==> src/rtl/seg_anim_pkg.sv <==
// rtl/seg_anim_pkg.sv - shared constants and pattern helpers for the segment animator
package seg_anim_pkg;

  localparam logic [7:0] SEG_BLANK = 8'hFF;
  localparam logic [5:0] INIT_PAT [4] = '{6'b111110, 6'b011111, 6'b000001, 6'b100000};

  function automatic logic [7:0] init_pat(input int unsigned idx);
    return {2'b00, INIT_PAT[2'(idx % 4)]};
  endfunction

  // Rotate the low w bits of p by one position; bits above w come back as 0.
  function automatic logic [7:0] rotate_pat(input logic [7:0] p, input logic [3:0] w,
                                            input logic right);
    logic [7:0] mask;
    logic [7:0] q;
    mask = 8'hFF >> (4'd8 - w);
    q    = p & mask;
    if (right) return ((q >> 1) | (q << (w - 4'd1))) & mask;
    else       return ((q << 1) | (q >> (w - 4'd1))) & mask;
  endfunction

  function automatic logic [7:0] pad_seg(input logic [7:0] p, input logic [3:0] w);
    return p | ~(8'hFF >> (4'd8 - w));
  endfunction

endpackage

==> src/rtl/seg_tick_gen.sv <==
// rtl/seg_tick_gen.sv - enable-gated modulo-DIV counter producing a one-cycle tick on wrap
module seg_tick_gen #(
  parameter int DIV = 2
) (
  input  logic clk,
  input  logic reset,
  input  logic en,
  output logic tick
);

  localparam int CW = $clog2(DIV);

  logic [CW-1:0] cnt;

  assign tick = en && (cnt == CW'(DIV - 1));

  always_ff @(posedge clk or negedge reset) begin
    if (!reset) begin
      cnt <= '0;
    end else if (en) begin
      cnt <= tick ? '0 : cnt + 1'b1;
    end
  end

endmodule

==> src/rtl/seg_anim_scan.sv <==
// rtl/seg_anim_scan.sv - multiplexed display scanner with per-digit rotating segment patterns
module seg_anim_scan
  import seg_anim_pkg::*;
#(
  parameter int DIGITS   = 4,
  parameter int SCAN_W   = 3,
  parameter int SCAN_DIV = 65536,
  parameter int STEP_DIV = 12500000,
  parameter int RING_W   = 6
) (
  input  logic              clk,
  input  logic              reset,
  input  logic              run,
  input  logic [DIGITS-1:0] dir,
  input  logic              load,
  input  logic [SCAN_W-1:0] load_idx,
  input  logic [RING_W-1:0] load_pat,
  output logic [7:0]        segout,
  output logic [SCAN_W-1:0] scanout,
  output logic              step
);

  localparam logic [3:0] RW = 4'(RING_W);

  logic              scan_tick;
  logic              step_tick;
  logic              load_ok;
  logic [RING_W-1:0] pat     [DIGITS];
  logic [RING_W-1:0] pat_rot [DIGITS];
  logic [RING_W-1:0] pat_cur;

  seg_tick_gen #(.DIV(SCAN_DIV)) u_scan_div (
    .clk   (clk),
    .reset (reset),
    .en    (1'b1),
    .tick  (scan_tick)
  );

  seg_tick_gen #(.DIV(STEP_DIV)) u_step_div (
    .clk   (clk),
    .reset (reset),
    .en    (run),
    .tick  (step_tick)
  );

  assign step    = step_tick;
  assign load_ok = load && (int'(load_idx) < DIGITS);

  always_comb begin
    pat_cur = pat[0];
    for (int i = 0; i < DIGITS; i++) begin
      pat_rot[i] = RING_W'(rotate_pat(8'(pat[i]), RW, dir[i]));
      if (scanout == SCAN_W'(i)) pat_cur = pat[i];
    end
  end

  // A load wins over rotation for its own digit only.
  always_ff @(posedge clk or negedge reset) begin
    if (!reset) begin
      for (int i = 0; i < DIGITS; i++) pat[i] <= RING_W'(init_pat(i));
    end else begin
      for (int i = 0; i < DIGITS; i++) begin
        if (load_ok && (load_idx == SCAN_W'(i))) pat[i] <= load_pat;
        else if (step_tick)                      pat[i] <= pat_rot[i];
      end
    end
  end

  // The first cycle of every slot is blanked so the old digit never ghosts onto the new one.
  always_ff @(posedge clk or negedge reset) begin
    if (!reset) begin
      scanout <= '0;
      segout  <= SEG_BLANK;
    end else if (scan_tick) begin
      scanout <= (scanout == SCAN_W'(DIGITS - 1)) ? '0 : scanout + 1'b1;
      segout  <= SEG_BLANK;
    end else begin
      segout  <= pad_seg(8'(pat_cur), RW);
    end
  end

endmodule

==> config.mk <==
export PLATFORM = sky130hd
export DESIGN_NAME = seg_anim_scan
export DESIGN_NICKNAME = d
export VERILOG_FILES = /design/src/rtl/seg_anim_pkg.sv /design/src/rtl/seg_tick_gen.sv /design/src/rtl/seg_anim_scan.sv
export SDC_FILE = /design/constraint.sdc
export NUM_CORES = 1
export LEC_CHECK = 0
export BUFFER_PORTS_ARGS = -buffer_cell sky130_fd_sc_hd__buf_2
export CAP_MARGIN = 20
export CORE_AREA = 5 5 118 120
export CTS_BUF_LIST = sky130_fd_sc_hd__clkbuf_16
export CTS_CLUSTER_DIAMETER = 150
export DETAILED_ROUTE_END_ITERATION = 10
export DIE_AREA = 0 0 123 125
export PLACE_DENSITY = 0.58
export SYNTH_ARGS = -nofsm -noshare
export SYNTH_HDL_FRONTEND = slang
export SYNTH_SLANG_ARGS = --single-unit
==> constraint.sdc <==
create_clock -name clk -period 2.3 [get_ports clk]
set_input_delay 0.115 -clock clk [delete_from_list [all_inputs] [get_ports clk]]
set_output_delay 0.115 -clock clk [all_outputs]
set_load 0.01 [all_outputs]
==> results_tabular.tex, run 1 <==
\begin{tabular}{lr}
\hline
Metric & Value \\
\hline
\multicolumn{2}{l}{\textbf{Drt}} \\
1st-iter DRT viols & 221 \\
Detailed-route wire length & 10.2 mm \\
Routed length per placed instance & 16.3 µm \\
Number of vias after detailed routing & 3380 \\
Post-route DRC & 0 \\
Number of iterations in the first detailed-routing pass & 4 \\
Number of nets still failing antenna checks after routing & 0 \\
Vias/cell & 5.39 \\
\multicolumn{2}{l}{\textbf{Clock network}} \\
CTS Sinks & 73 \\
Clock H-tree levels & 3 \\
Maximum clock path buffer count & 2 \\
Root buf cell & sky130\_fd\_sc\_hd\_\_clkbuf\_16 \\
TritonCTS Buffers & 9 \\
Clock-pin transition on the worst setup and hold timing paths & 0.06 ns \\
Clock tree from TritonCTS & done \\
Worst skew pair latency & 0.34 ns \\
\multicolumn{2}{l}{\textbf{Power and ir drop}} \\
Fraction of power consumed by the clock network & 0.418 \\
Net Sw Power & 0.981 mW \\
Sequential cell fraction of total power & 0.466 \\
Pwr/cell area & 743 mW/mm² \\
Leakage & 1.85 nW \\
Max VDD drop & 0.000534 V \\
P\_int & 2.64 mW \\
Share of total power consumed by net switching & 0.271 \\
Portion of total power attributed to combinational logic & 0.116 \\
\multicolumn{2}{l}{\textbf{GRT}} \\
Via count of the first global-routing pass & 3366 \\
Overflow left after global routing & 0 \\
Largest net degree at the start of global routing & 29 \\
Number of antenna violations at the first check in global routing & 1 \\
Overall track demand over capacity in global routing & 0.139 \\
First-pass GRT wire length & 17.2 mm \\
\multicolumn{2}{l}{\textbf{STA}} \\
Final-report max-slew violation count & 0 \\
Unrepaired setup endpoints after global routing & false \\
Clock skew & 0.00738 ns \\
Worst-case headroom to the max-slew limit & 0.667 \\
Hold Fails Final Rpt & 0 \\
Transition time of the tightest slew-check pin & 0.487 ns \\
Setup TNS & 0 ns \\
Fin crit share & 0.931 \\
Maximum clock rate & 467 MHz \\
Total of endpoints with negative setup slack in the final report & 0 \\
Min cycle time layout & 2.14 ns \\
\multicolumn{2}{l}{\textbf{Yosys}} \\
Synth Area in XOR/XNOR & 0.0520 \\
\#FFs+latches synth & 73 \\
Synthesized-area fraction occupied by ao, oa, aoi and oai cells & 0.206 \\
Post-synth cell types & 54 \\
Post-synthesis instance area & 0.00421 mm² \\
Portion of synthesized cell area occupied by the leading cell type & 0.327 \\
Commonest register cell after synthesis & sky130\_fd\_sc\_hd\_\_dfrtp\_1 \\
Syn Inst Count & 423 \\
Mux cell area share after synthesis & 0.0220 \\
Area share of fa/ha/maj cells after synthesis & 0.0149 \\
Number of enable-type register cells in the synthesized netlist & 0 \\
Proportion of register bits with asynchronous set or reset after synthesis & 1.00 \\
Warnings from Yosys & 0 \\
Area contributors post-synth & sky130\_fd\_sc\_hd\_\_dfrtp\_1 (33\%), sky130\_fd\_sc\_hd\_\_dfstp\_2 (11\%), sky130\_fd\_sc\_hd\_\_nor2b\_1 (4.5\%) \\
Basic-gate share of the synthesized area counting and, or, nand and nor cells & 0.226 \\
Fraction of the yosys area taken by sequential cells & 0.439 \\
Cell type with the highest aggregate area in the netlist & sky130\_fd\_sc\_hd\_\_dfrtp\_1 \\
Main combinational cell family by area after synthesis & simple AND/OR/NAND/NOR gates \\
Mean area per synthesized cell & 9.95 µm² \\
\multicolumn{2}{l}{\textbf{Setup path}} \\
CP startpoint kind & flop \\
Master of the slowest instance on the critical path & sky130\_fd\_sc\_hd\_\_dfrtp\_1 \\
Critical path launch point & u\_step\_div.cnt[0] \\
Critical Setup Path Class & reg -> out \\
Endpoint class of the critical path & output port \\
Worst reg2reg path startpoint & u\_step\_div.cnt[0] \\
Ordered list of cells on the worst path & ha\_1, nand3\_2, or3\_1, buf\_4, nor2\_4, buf\_2 \\
Arr. time, crit path & 2.03 ns \\
Worst-path maximum fanout & 28 \\
Critical Path RT & 2.18 ns \\
Crit path largest cell delay & 0.39 ns \\
\multicolumn{2}{l}{\textbf{Worst hold path}} \\
Worst hold path type & in -> reg \\
Hold path startpoint & load\_pat[2] \\
\multicolumn{2}{l}{\textbf{Floorplanning}} \\
X dimension of the die & 123 µm \\
Placeable core region & 0.0129 mm² \\
Core Rows & 42 \\
Die Footprint & 0.0154 mm² \\
Die H & 125 µm \\
Effective utilization at floorplan & 0.327 \\
Number of top-level pins & 29 \\
\multicolumn{2}{l}{\textbf{Cells and area}} \\
Total of fill cells in the finished design & 1276 \\
Multi-input gate area in the final layout & 0.00220 mm² \\
Share of cells above drive strength 1 & 0.217 \\
NumNets Final & 468 \\
Antenna Cells & 0 \\
Area taken by flip-flops and latches & 0.00185 mm² \\
Layout overhead on the synthesized area & 15.6\% \\
Final core utilization & 0.378 \\
\multicolumn{2}{l}{\textbf{Placed design}} \\
Quantity of I/O buffers inserted on ports & 26 \\
Half-perimeter wire length after placement & 6.94 mm \\
Final RePlAce weighted congestion & 0.822 \\
\multicolumn{2}{l}{\textbf{Run}} \\
Maximum Capacitance Violations & 0 \\
\multicolumn{2}{l}{\textbf{Run status}} \\
Outcome & finished, final reports clean \\
\hline
\end{tabular}
## layout make-up
cell class                 instances  area share
tap                              176      0.0453
clock buffer                       9      0.0463
inverter                           6     0.00463
sequential                        73       0.380
timing repair buffer              39      0.0525
clock inverter                     7      0.0198
multi-input combinational        317       0.452
## kinds of logic after synthesis
kind of cell | Yosys count
simple gates | 164
compound gates | 112
flops | 73
buf+inv | 34
xor+xnor | 25
mux | 9
fa+ha+maj | 5
other cells | 1
## metrics by stage
| step | total power, mW | worst slack [ns] | hold slack (ns) | cell area [µm²] | std cells |
|---|---|---|---|---|---|
| after detailed placement | 2.13 | 0.185 | 0.0950 | 4530 | 609 |
| after global routing | 3.79 | 0.0333 | 0.0398 | 4870 | 627 |
| after CTS | 3.67 | 0.125 | 0.0254 | 4870 | 627 |
| after floorplan | 1.95 | 0.485 | -0.181 | 4210 | 424 |
| final | 3.62 | 0.158 | 0.0392 | 4870 | 627 |
| after global placement | 2.11 | 0.343 | 0.0987 | 4530 | 609 |
## flip-flops by register name, summed over array words and instances, names as in the netlist
register	count
u_scan_div.cnt	16
u_step_div.cnt	24
segout	6
scanout	3
pat	24
## Yosys cell counts (all sizes together) (7+ instances only)
| library cell | count |
|---|---|
| xnor2 | 16 |
| mux2i | 7 |
| o31ai | 24 |
| a2111oi | 23 |
| and4 | 8 |
| xor2 | 9 |
| dfstp | 18 |
| buf | 17 |
| nand3 | 9 |
| nor2b | 30 |
| nor2 | 14 |
| o21ai | 14 |
| nand2 | 46 |
| dfrtp | 55 |
| nand4 | 16 |
| a21oi | 35 |
| clkbuf | 11 |
## layout by cell type, fill, tap and decap left out, drive strengths merged, types with 6 or more instances in the layout
cell type / n
nor2: 14
nor2b: 30
o31ai: 24
xor2: 9
o21ai: 14
inv: 7
nand4: 16
nand3b: 6
or3: 6
mux2i: 7
and4: 8
a211oi: 6
clkbuf: 9
nand3: 9
xnor2: 16
a2111oi: 23
and3: 6
dfrtp: 55
dfstp: 18
nand2: 46
buf: 38
a21oi: 35
nor4: 6
## path summary, 6_finish.rpt
check,endpoint,slack (ns),cells after the start
setup / recovery,step,0.16,6
hold / removal,pat[20],0.04,3
setup reg to reg,pat[2],0.19,6
hold reg to reg,u_scan_div.cnt[0],0.46,1
max in group asynchronous,pat[12],1.26,3
min in group asynchronous,pat[3],0.28,2
## power groups by stage
stage          Clock, mW  Combinational [mW]  Sequential, mW
6_report            1.51               0.419            1.68
3_3_place_gp           0               0.410            1.70
5_1_grt             1.60               0.478            1.71
2_1_floorplan          0               0.293            1.65
3_5_place_dp           0               0.422            1.70
4_1_cts             1.56               0.426            1.68
## timing repair
item,in CTS,in global routing
buffers inserted,1,0
gates resized for setup,0,0
endpoints found under the setup margin,1,0
hold endpoints to repair,14,0
hold buffers,1,0
## metal layers
metal / GRT usage / wire (µm)
met1: 0.194 / 4720
met2: 0.206 / 4760
met3: 0.0402 / 526
met4: 0.0469 / 162
met5: 0 / 18
## critical path: cells and delay by family (launching register included)
kind,cells,cell delay [ns]
AND/OR/NAND/NOR,3,0.64
adder cells (fa/ha/maj),1,0.23
flip-flops,1,0.39
buffers and inverters,2,0.41
No activity file was read; power rests on OpenSTA's default activity.
==> inputs of run 2 (changes only) <==
--- a/config.mk
+++ b/config.mk
@@ -7,12 +7,13 @@
 export LEC_CHECK = 0
 export BUFFER_PORTS_ARGS = -buffer_cell sky130_fd_sc_hd__buf_2
 export CAP_MARGIN = 20
-export CORE_AREA = 5 5 118 120
+export CORE_AREA = 5 5 85 166
 export CTS_BUF_LIST = sky130_fd_sc_hd__clkbuf_16
 export CTS_CLUSTER_DIAMETER = 150
 export DETAILED_ROUTE_END_ITERATION = 10
-export DIE_AREA = 0 0 123 125
+export DIE_AREA = 0 0 90 171
 export PLACE_DENSITY = 0.58
+export SLEW_MARGIN = 20
 export SYNTH_ARGS = -nofsm -noshare
 export SYNTH_HDL_FRONTEND = slang
 export SYNTH_SLANG_ARGS = --single-unit
==> run 2 against run 1 <==
Net effect:
- wire length decreased by 3.2%
- largest power group unchanged
- first-iteration DRC count decreased by 42%
- flip-flop and latch count unchanged
- clock-buffer cell count unchanged
- non-clock buffer count increased by 1
- utilization decreased by 0.31 points
==> results_tabular.tex, run 2 (synthesis gave the netlist of run 1 again) <==
\begin{tabular}{lr}
\hline
Metric & Value \\
\hline
\multicolumn{2}{l}{\textbf{Drt}} \\
1st-iter DRT viols & 129 (was 221) \\
Routed met1 length & 4.76 mm (was 4.72 mm) \\
Number of vias after detailed routing & 3319 (was 3380) \\
Routed length per placed instance & 16.3 µm (about the same) \\
Post-route DRC & 0 (unchanged) \\
Vias/cell & 5.50 (was 5.39) \\
Met2 wirelength from detailed routing & 4.40 mm (was 4.76 mm) \\
Detailed-route wire length & 9.86 mm (was 10.2 mm) \\
Number of nets still failing antenna checks after routing & 0 (unchanged) \\
Number of iterations in the first detailed-routing pass & 4 (unchanged) \\
Topmost layer with routed signal wires & met4 (was met5) \\
Routed length on met3 & 434 µm (was 526 µm) \\
\multicolumn{2}{l}{\textbf{GRT}} \\
Number of antenna violations at the first check in global routing & 0 (was 1) \\
Largest net degree at the start of global routing & 68 (was 29) \\
Overflow left after global routing & 0 (unchanged) \\
Via count of the first global-routing pass & 3361 (was 3366) \\
First-pass GRT wire length & 17.2 mm (about the same) \\
Overall track demand over capacity in global routing & 0.136 (was 0.139) \\
\multicolumn{2}{l}{\textbf{Worst hold path}} \\
Worst hold path type & in -> reg (unchanged) \\
\multicolumn{2}{l}{\textbf{Floorplanning}} \\
Effective utilization at floorplan & 0.330 (was 0.327) \\
Placeable core region & 0.0128 mm² (was 0.0129 mm²) \\
X dimension of the die & 90 µm (was 123 µm) \\
Core Rows & 59 (was 42) \\
Die Footprint & 0.0154 mm² (about the same) \\
Number of top-level pins & 29 (unchanged) \\
Die H & 171 µm (was 125 µm) \\
\multicolumn{2}{l}{\textbf{Placed design}} \\
Final RePlAce weighted congestion & 0.790 (was 0.822) \\
Quantity of I/O buffers inserted on ports & 26 (unchanged) \\
Half-perimeter wire length after placement & 6.58 mm (was 6.94 mm) \\
\multicolumn{2}{l}{\textbf{STA}} \\
Setup TNS & 0 ns (unchanged) \\
Fin crit share & 0.942 (was 0.931) \\
Hold Fails Final Rpt & 0 (unchanged) \\
Maximum clock rate & 462 MHz (was 467 MHz) \\
Worst-case hold slack & 0.0363 ns (was 0.0392 ns) \\
Final-report max-slew violation count & 0 (unchanged) \\
Clock skew & 0.00714 ns (was 0.00738 ns) \\
Transition time of the tightest slew-check pin & 0.879 ns (was 0.487 ns) \\
Min cycle time layout & 2.17 ns (was 2.14 ns) \\
Unrepaired setup endpoints after global routing & false (unchanged) \\
Total of endpoints with negative setup slack in the final report & 0 (unchanged) \\
Worst-case headroom to the max-slew limit & 0.414 (was 0.667) \\
\multicolumn{2}{l}{\textbf{Clock network}} \\
Clock H-tree levels & 3 (unchanged) \\
Maximum clock path buffer count & 2 (unchanged) \\
CTS Sinks & 73 (unchanged) \\
Clock-pin transition on the worst setup and hold timing paths & 0.06 ns (about the same) \\
TritonCTS Buffers & 9 (unchanged) \\
Clock tree from TritonCTS & done (unchanged) \\
Worst skew pair latency & 0.33 ns (was 0.34 ns) \\
Root buf cell & sky130\_fd\_sc\_hd\_\_clkbuf\_16 (unchanged) \\
\multicolumn{2}{l}{\textbf{Setup path}} \\
Top delay family on crit path & simple AND/OR/NAND/NOR gates (unchanged) \\
Ordered list of cells on the worst path & ha\_1, nand3\_2, or3\_4, buf\_12, nor2\_4, buf\_2 (was ha\_1, nand3\_2, or3\_1, buf\_4, nor2\_4, buf\_2) \\
Critical Path RT & 2.18 ns (about the same) \\
Buffers plus inverters on the worst setup path & 2 (unchanged) \\
Master of the slowest instance on the critical path & sky130\_fd\_sc\_hd\_\_or3\_4 (was sky130\_fd\_sc\_hd\_\_dfrtp\_1) \\
Worst-path maximum fanout & 26 (was 28) \\
Setup slack, reg-to-reg & 0.31 ns (was 0.19 ns) \\
CP endpoint & step (unchanged) \\
Arr. time, crit path & 2.05 ns (was 2.03 ns) \\
CP startpoint kind & flop (unchanged) \\
Crit path largest cell delay & 0.41 ns (was 0.39 ns) \\
Count of cell instances traversed by the critical path & 6 (unchanged) \\
Critical Setup Path Class & reg -> out (unchanged) \\
Capture point of the worst reg-to-reg path & pat[1] (was pat[2]) \\
Worst Reg-to-Reg Cells & 6 (unchanged) \\
Worst reg2reg path startpoint & u\_step\_div.cnt[0] (unchanged) \\
Critical path launch point & u\_step\_div.cnt[0] (unchanged) \\
Endpoint class of the critical path & output port (unchanged) \\
\multicolumn{2}{l}{\textbf{Cells and area}} \\
Antenna Cells & 0 (unchanged) \\
Area taken by flip-flops and latches & 0.00185 mm² (unchanged) \\
Top library cells by usage in the layout, fill and taps aside & sky130\_fd\_sc\_hd\_\_dfrtp\_1 (55), sky130\_fd\_sc\_hd\_\_nand2\_1 (45), sky130\_fd\_sc\_hd\_\_a21oi\_1 (35), sky130\_fd\_sc\_hd\_\_nor2b\_1 (30), sky130\_fd\_sc\_hd\_\_buf\_2 (25) (was sky130\_fd\_sc\_hd\_\_dfrtp\_1 (55), sky130\_fd\_sc\_hd\_\_nand2\_1 (45), sky130\_fd\_sc\_hd\_\_a21oi\_1 (35), sky130\_fd\_sc\_hd\_\_nor2b\_1 (30), sky130\_fd\_sc\_hd\_\_buf\_2 (26)) \\
Layout overhead on the synthesized area & 13.7\% (was 15.6\%) \\
Multi-input gate area in the final layout & 0.00220 mm² (about the same) \\
NumNets Final & 469 (was 468) \\
Share of cells above drive strength 1 & 0.215 (was 0.217) \\
Largest registers in the final layout & pat (24), u\_step\_div.cnt (24), u\_scan\_div.cnt (16) (unchanged) \\
Total of fill cells in the finished design & 1281 (was 1276) \\
Most common library cell in the layout ignoring fill and taps & sky130\_fd\_sc\_hd\_\_dfrtp\_1 (unchanged) \\
\multicolumn{2}{l}{\textbf{Power and ir drop}} \\
Pwr/cell area & 695 mW/mm² (was 743 mW/mm²) \\
Max VDD drop & 0.000452 V (was 0.000534 V) \\
Leakage & 1.84 nW (was 1.85 nW) \\
\multicolumn{2}{l}{\textbf{Run}} \\
Maximum Capacitance Violations & 0 (unchanged) \\
\multicolumn{2}{l}{\textbf{Run status}} \\
Outcome & finished, final reports clean (unchanged) \\
\hline
\end{tabular}
run 2: worst min path at each step:
stage | startpoint | end | slack [ns] | depth (start not counted)
floorplan | reset | pat[0] | -0.18 | 0
global placement | reset | pat[3] | 0.30 | 1
detailed placement | reset | scanout[2] | 0.30 | 1
CTS | load_pat[5] | pat[23] | 0.03 | 3
global route | load_pat[1] | pat[13] | 0.04 | 3
finish | load_pat[5] | pat[23] | 0.04 | 3
run 2: timing repair:
action                                  4_1_cts  5_1_grt
endpoints found under the setup margin        0        1
resized for setup                             0        1
endpoints found under the hold margin        55        0
hold buffers                                  1        0
setup buffers                                 0        2
run 2: where the power goes:
group	internal (mW)	switching (mW)	leakage, nW
Combinational	0.201	0.213	0.798
Clock	0.709	0.504	0.136
Sequential	1.49	0.211	0.910
run 2: layer usage:
layer	vias to the layer above	GRT usage
met5	-	0
met1	1608	0.193
met2	72	0.204
met4	0	0.0661
li1	1622	-
met3	17	0.0185
run 2: worst register-to-register path: stages (launching register included):
cell                        delay (ns)
sky130_fd_sc_hd__dfrtp_1          0.39
sky130_fd_sc_hd__ha_1             0.23
sky130_fd_sc_hd__nand3_2          0.12
sky130_fd_sc_hd__or3_4            0.41
sky130_fd_sc_hd__buf_12           0.18
sky130_fd_sc_hd__a2111oi_0        0.43
sky130_fd_sc_hd__o31ai_1          0.10
run 2: layout make-up:
class / instances / share of cell area
tap: 152 / 0.0397
clock inverter: 7 / 0.00680
sequential: 73 / 0.386
timing repair buffer: 40 / 0.0554
inverter: 6 / 0.00470
clock buffer: 9 / 0.0470
multi-input combinational: 317 / 0.460
run 2: through the flow:
stage          setup WS [ns]  utilization  cell area (µm²)  std cells  power, mW
6_report               0.134        0.375             4790        604       3.33
5_1_grt              0.00746        0.375             4790        604       3.52
4_1_cts               0.0175        0.373             4770        602       3.38
3_5_place_dp           0.270        0.352             4500        585       2.13
3_3_place_gp           0.331        0.352             4500        585       2.13
2_1_floorplan          0.485            -             4210        424       1.95
==> inputs of run 3 (changes only) <==
--- a/config.mk
+++ b/config.mk
@@ -7,12 +7,12 @@
 export LEC_CHECK = 0
 export BUFFER_PORTS_ARGS = -buffer_cell sky130_fd_sc_hd__buf_2
 export CAP_MARGIN = 20
-export CORE_AREA = 5 5 85 166
+export CORE_AREA = 5 5 75 145
 export CTS_BUF_LIST = sky130_fd_sc_hd__clkbuf_16
 export CTS_CLUSTER_DIAMETER = 150
 export DETAILED_ROUTE_END_ITERATION = 10
-export DIE_AREA = 0 0 90 171
-export PLACE_DENSITY = 0.58
+export DIE_AREA = 0 0 80 150
+export PLACE_DENSITY = 0.7
 export SLEW_MARGIN = 20
 export SYNTH_ARGS = -nofsm -noshare
 export SYNTH_HDL_FRONTEND = slang
==> run 3 against run 2 <==
Net effect:
- final area hardly changed
- critical path type unchanged
- via count is 3.1% higher
- largest cell class unchanged
- die area decreased by 22%
- flip-flop and latch count is the same
- critical path depth unchanged
- clock power grew 16%
- global-route usage up 5.0 points
- first-iteration DRC count up 140%
- worst setup slack got worse by 0.010 ns
- sequential power about the same
- utilization increased by 12 points
==> results_tabular.tex, run 3 (synthesis gave the netlist of run 1 again) <==
\begin{tabular}{lr}
\hline
Metric & Value \\
\hline
\multicolumn{2}{l}{\textbf{Run status}} \\
Outcome & finished, final reports clean (unchanged) \\
\multicolumn{2}{l}{\textbf{Floorplanning}} \\
Die H & 150 µm (was 171 µm) \\
Core Rows & 51 (was 59) \\
Effective utilization at floorplan & 0.434 (was 0.330) \\
Die Footprint & 0.0120 mm² (was 0.0154 mm²) \\
Number of top-level pins & 29 (unchanged) \\
Placeable core region & 0.00970 mm² (was 0.0128 mm²) \\
X dimension of the die & 80 µm (was 90 µm) \\
\multicolumn{2}{l}{\textbf{Drt}} \\
1st-iter DRT viols & 310 (was 129) \\
Number of iterations in the first detailed-routing pass & 4 (unchanged) \\
Detailed-route wire length & 10.2 mm (was 9.86 mm) \\
Met2 wirelength from detailed routing & 5.42 mm (was 4.40 mm) \\
Topmost layer with routed signal wires & met4 (unchanged) \\
Routed length per placed instance & 17.5 µm (was 16.3 µm) \\
Routed met1 length & 4.08 mm (was 4.76 mm) \\
Post-route DRC & 0 (unchanged) \\
Routed length on met3 & 329 µm (was 434 µm) \\
Number of vias after detailed routing & 3423 (was 3319) \\
Number of nets still failing antenna checks after routing & 0 (unchanged) \\
Vias/cell & 5.86 (was 5.50) \\
\multicolumn{2}{l}{\textbf{Placed design}} \\
Final RePlAce weighted congestion & 0.866 (was 0.790) \\
Quantity of I/O buffers inserted on ports & 26 (unchanged) \\
Half-perimeter wire length after placement & 7.20 mm (was 6.58 mm) \\
\multicolumn{2}{l}{\textbf{Setup path}} \\
Worst Reg-to-Reg Cells & 6 (unchanged) \\
Crit path largest cell delay & 0.40 ns (was 0.41 ns) \\
Master of the slowest instance on the critical path & sky130\_fd\_sc\_hd\_\_dfrtp\_1 (was sky130\_fd\_sc\_hd\_\_or3\_4) \\
Endpoint class of the critical path & output port (unchanged) \\
Critical Setup Path Class & reg -> out (unchanged) \\
Worst-path maximum fanout & 28 (was 26) \\
Critical Path RT & 2.18 ns (about the same) \\
Ordered list of cells on the worst path & ha\_1, nand3\_2, or3\_1, buf\_4, nor2\_4, buf\_2 (was ha\_1, nand3\_2, or3\_4, buf\_12, nor2\_4, buf\_2) \\
Arr. time, crit path & 2.06 ns (was 2.05 ns) \\
CP startpoint kind & flop (unchanged) \\
\multicolumn{2}{l}{\textbf{Cells and area}} \\
Most common library cell in the layout ignoring fill and taps & sky130\_fd\_sc\_hd\_\_dfrtp\_1 (unchanged) \\
NumNets Final & 469 (unchanged) \\
Top library cells by usage in the layout, fill and taps aside & sky130\_fd\_sc\_hd\_\_dfrtp\_1 (55), sky130\_fd\_sc\_hd\_\_nand2\_1 (45), sky130\_fd\_sc\_hd\_\_a21oi\_1 (35), sky130\_fd\_sc\_hd\_\_nor2b\_1 (30), sky130\_fd\_sc\_hd\_\_buf\_2 (26) (was sky130\_fd\_sc\_hd\_\_dfrtp\_1 (55), sky130\_fd\_sc\_hd\_\_nand2\_1 (45), sky130\_fd\_sc\_hd\_\_a21oi\_1 (35), sky130\_fd\_sc\_hd\_\_nor2b\_1 (30), sky130\_fd\_sc\_hd\_\_buf\_2 (25)) \\
Layout overhead on the synthesized area & 13.8\% (was 13.7\%) \\
Final core utilization & 0.494 (was 0.375) \\
Share of cells above drive strength 1 & 0.219 (was 0.215) \\
Antenna Cells & 0 (unchanged) \\
Largest registers in the final layout & pat (24), u\_step\_div.cnt (24), u\_scan\_div.cnt (16) (unchanged) \\
Total of fill cells in the finished design & 921 (was 1281) \\
\multicolumn{2}{l}{\textbf{Clock network}} \\
Clock tree from TritonCTS & done (unchanged) \\
Maximum clock path buffer count & 2 (unchanged) \\
Clock H-tree levels & 3 (unchanged) \\
TritonCTS Buffers & 9 (unchanged) \\
Clock-pin transition on the worst setup and hold timing paths & 0.06 ns (about the same) \\
Worst skew pair latency & 0.34 ns (was 0.33 ns) \\
CTS Sinks & 73 (unchanged) \\
Root buf cell & sky130\_fd\_sc\_hd\_\_clkbuf\_16 (unchanged) \\
\multicolumn{2}{l}{\textbf{STA}} \\
Hold Fails Final Rpt & 0 (unchanged) \\
Worst-case headroom to the max-slew limit & 0.574 (was 0.414) \\
Setup TNS & 0 ns (unchanged) \\
Maximum clock rate & 459 MHz (was 462 MHz) \\
Clock skew & 0.00766 ns (was 0.00714 ns) \\
Final-report max-slew violation count & 0 (unchanged) \\
Min cycle time layout & 2.18 ns (was 2.17 ns) \\
Total of endpoints with negative setup slack in the final report & 0 (unchanged) \\
Transition time of the tightest slew-check pin & 0.640 ns (was 0.879 ns) \\
Fin crit share & 0.946 (was 0.942) \\
Unrepaired setup endpoints after global routing & false (unchanged) \\
\multicolumn{2}{l}{\textbf{GRT}} \\
Overflow left after global routing & 0 (unchanged) \\
Via count of the first global-routing pass & 3498 (was 3361) \\
Number of antenna violations at the first check in global routing & 0 (unchanged) \\
Largest net degree at the start of global routing & 30 (was 68) \\
First-pass GRT wire length & 17.4 mm (was 17.2 mm) \\
Overall track demand over capacity in global routing & 0.186 (was 0.136) \\
\multicolumn{2}{l}{\textbf{Power and ir drop}} \\
Leakage & 1.85 nW (was 1.84 nW) \\
Max VDD drop & 0.000440 V (was 0.000452 V) \\
Pwr/cell area & 733 mW/mm² (was 695 mW/mm²) \\
\multicolumn{2}{l}{\textbf{Worst hold path}} \\
Worst Hold Depth & 3 (unchanged) \\
Worst hold path type & in -> reg (unchanged) \\
\multicolumn{2}{l}{\textbf{Run}} \\
Maximum Capacitance Violations & 0 (unchanged) \\
\hline
\end{tabular}
[run 3: final timing paths]
path	start	to	slack (ns)
min reg2reg	u_scan_div.cnt[0]	u_scan_div.cnt[0]	0.45
min in group asynchronous	reset	pat[18]	0.33
max reg2reg	u_step_div.cnt[0]	pat[3]	0.26
max	u_step_div.cnt[0]	step	0.12
max in group asynchronous	reset	pat[14]	1.19
min	load_pat[4]	pat[22]	0.04
[run 3: what timing repair did]
action | CTS | global route
hold buffers | 1 | 0
gates resized for setup | 0 | 0
hold endpoints to repair | 17 | 0
setup endpoints to repair | 0 | 1
setup buffers | 0 | 2
[run 3: layout make-up]
type,instances,area [µm²],area share
repair buffers,40,263,0.0548
clock buffers,9,225,0.0470
well taps,132,165,0.0345
clock inverters,7,68.8,0.0144
multi-input cells,317,2200,0.459
flip-flops and latches,73,1850,0.386
inverters,6,22.5,0.00470
[run 3: worst max-delay path, delay by kind of cell, from the launching register on]
| family | cells | cell delay, ns |
|---|---|---|
| AND/OR/NAND/NOR | 3 | 0.68 |
| flip-flops | 1 | 0.40 |
| buffers and inverters | 2 | 0.43 |
| adder cells (fa/ha/maj) | 1 | 0.23 |
[run 3: stage by stage]
step / instance area (µm²) / instances / worst slack (ns) / hold WS (ns) / total power, mW
2_1_floorplan: 4210 / 424 / 0.485 / -0.181 / 1.95
3_3_place_gp: 4470 / 565 / 0.348 / 0.159 / 2.10
3_5_place_dp: 4470 / 565 / 0.252 / 0.169 / 2.13
4_1_cts: 4780 / 582 / 0.0186 / 0.0413 / 3.54
5_1_grt: 4790 / 584 / 0.00122 / 0.0391 / 3.68
6_report: 4790 / 584 / 0.124 / 0.0398 / 3.51
[run 3: layer usage]
layer | global-route usage | up-vias
li1 | - | 1616
met3 | 0.0343 | 26
met4 | 0.0787 | 0
met5 | 0 | -
met2 | 0.323 | 87
met1 | 0.221 | 1694
[run 3: power breakdown]
| group | total [mW] | internal [mW] | leakage (nW) | switching [mW] |
|---|---|---|---|---|
| combinational | 0.423 | 0.204 | 0.793 | 0.218 |
| sequential | 1.69 | 1.49 | 0.910 | 0.206 |
| clock | 1.40 | 0.838 | 0.143 | 0.561 |
| total | 3.51 | 2.53 | 1.85 | 0.985 |
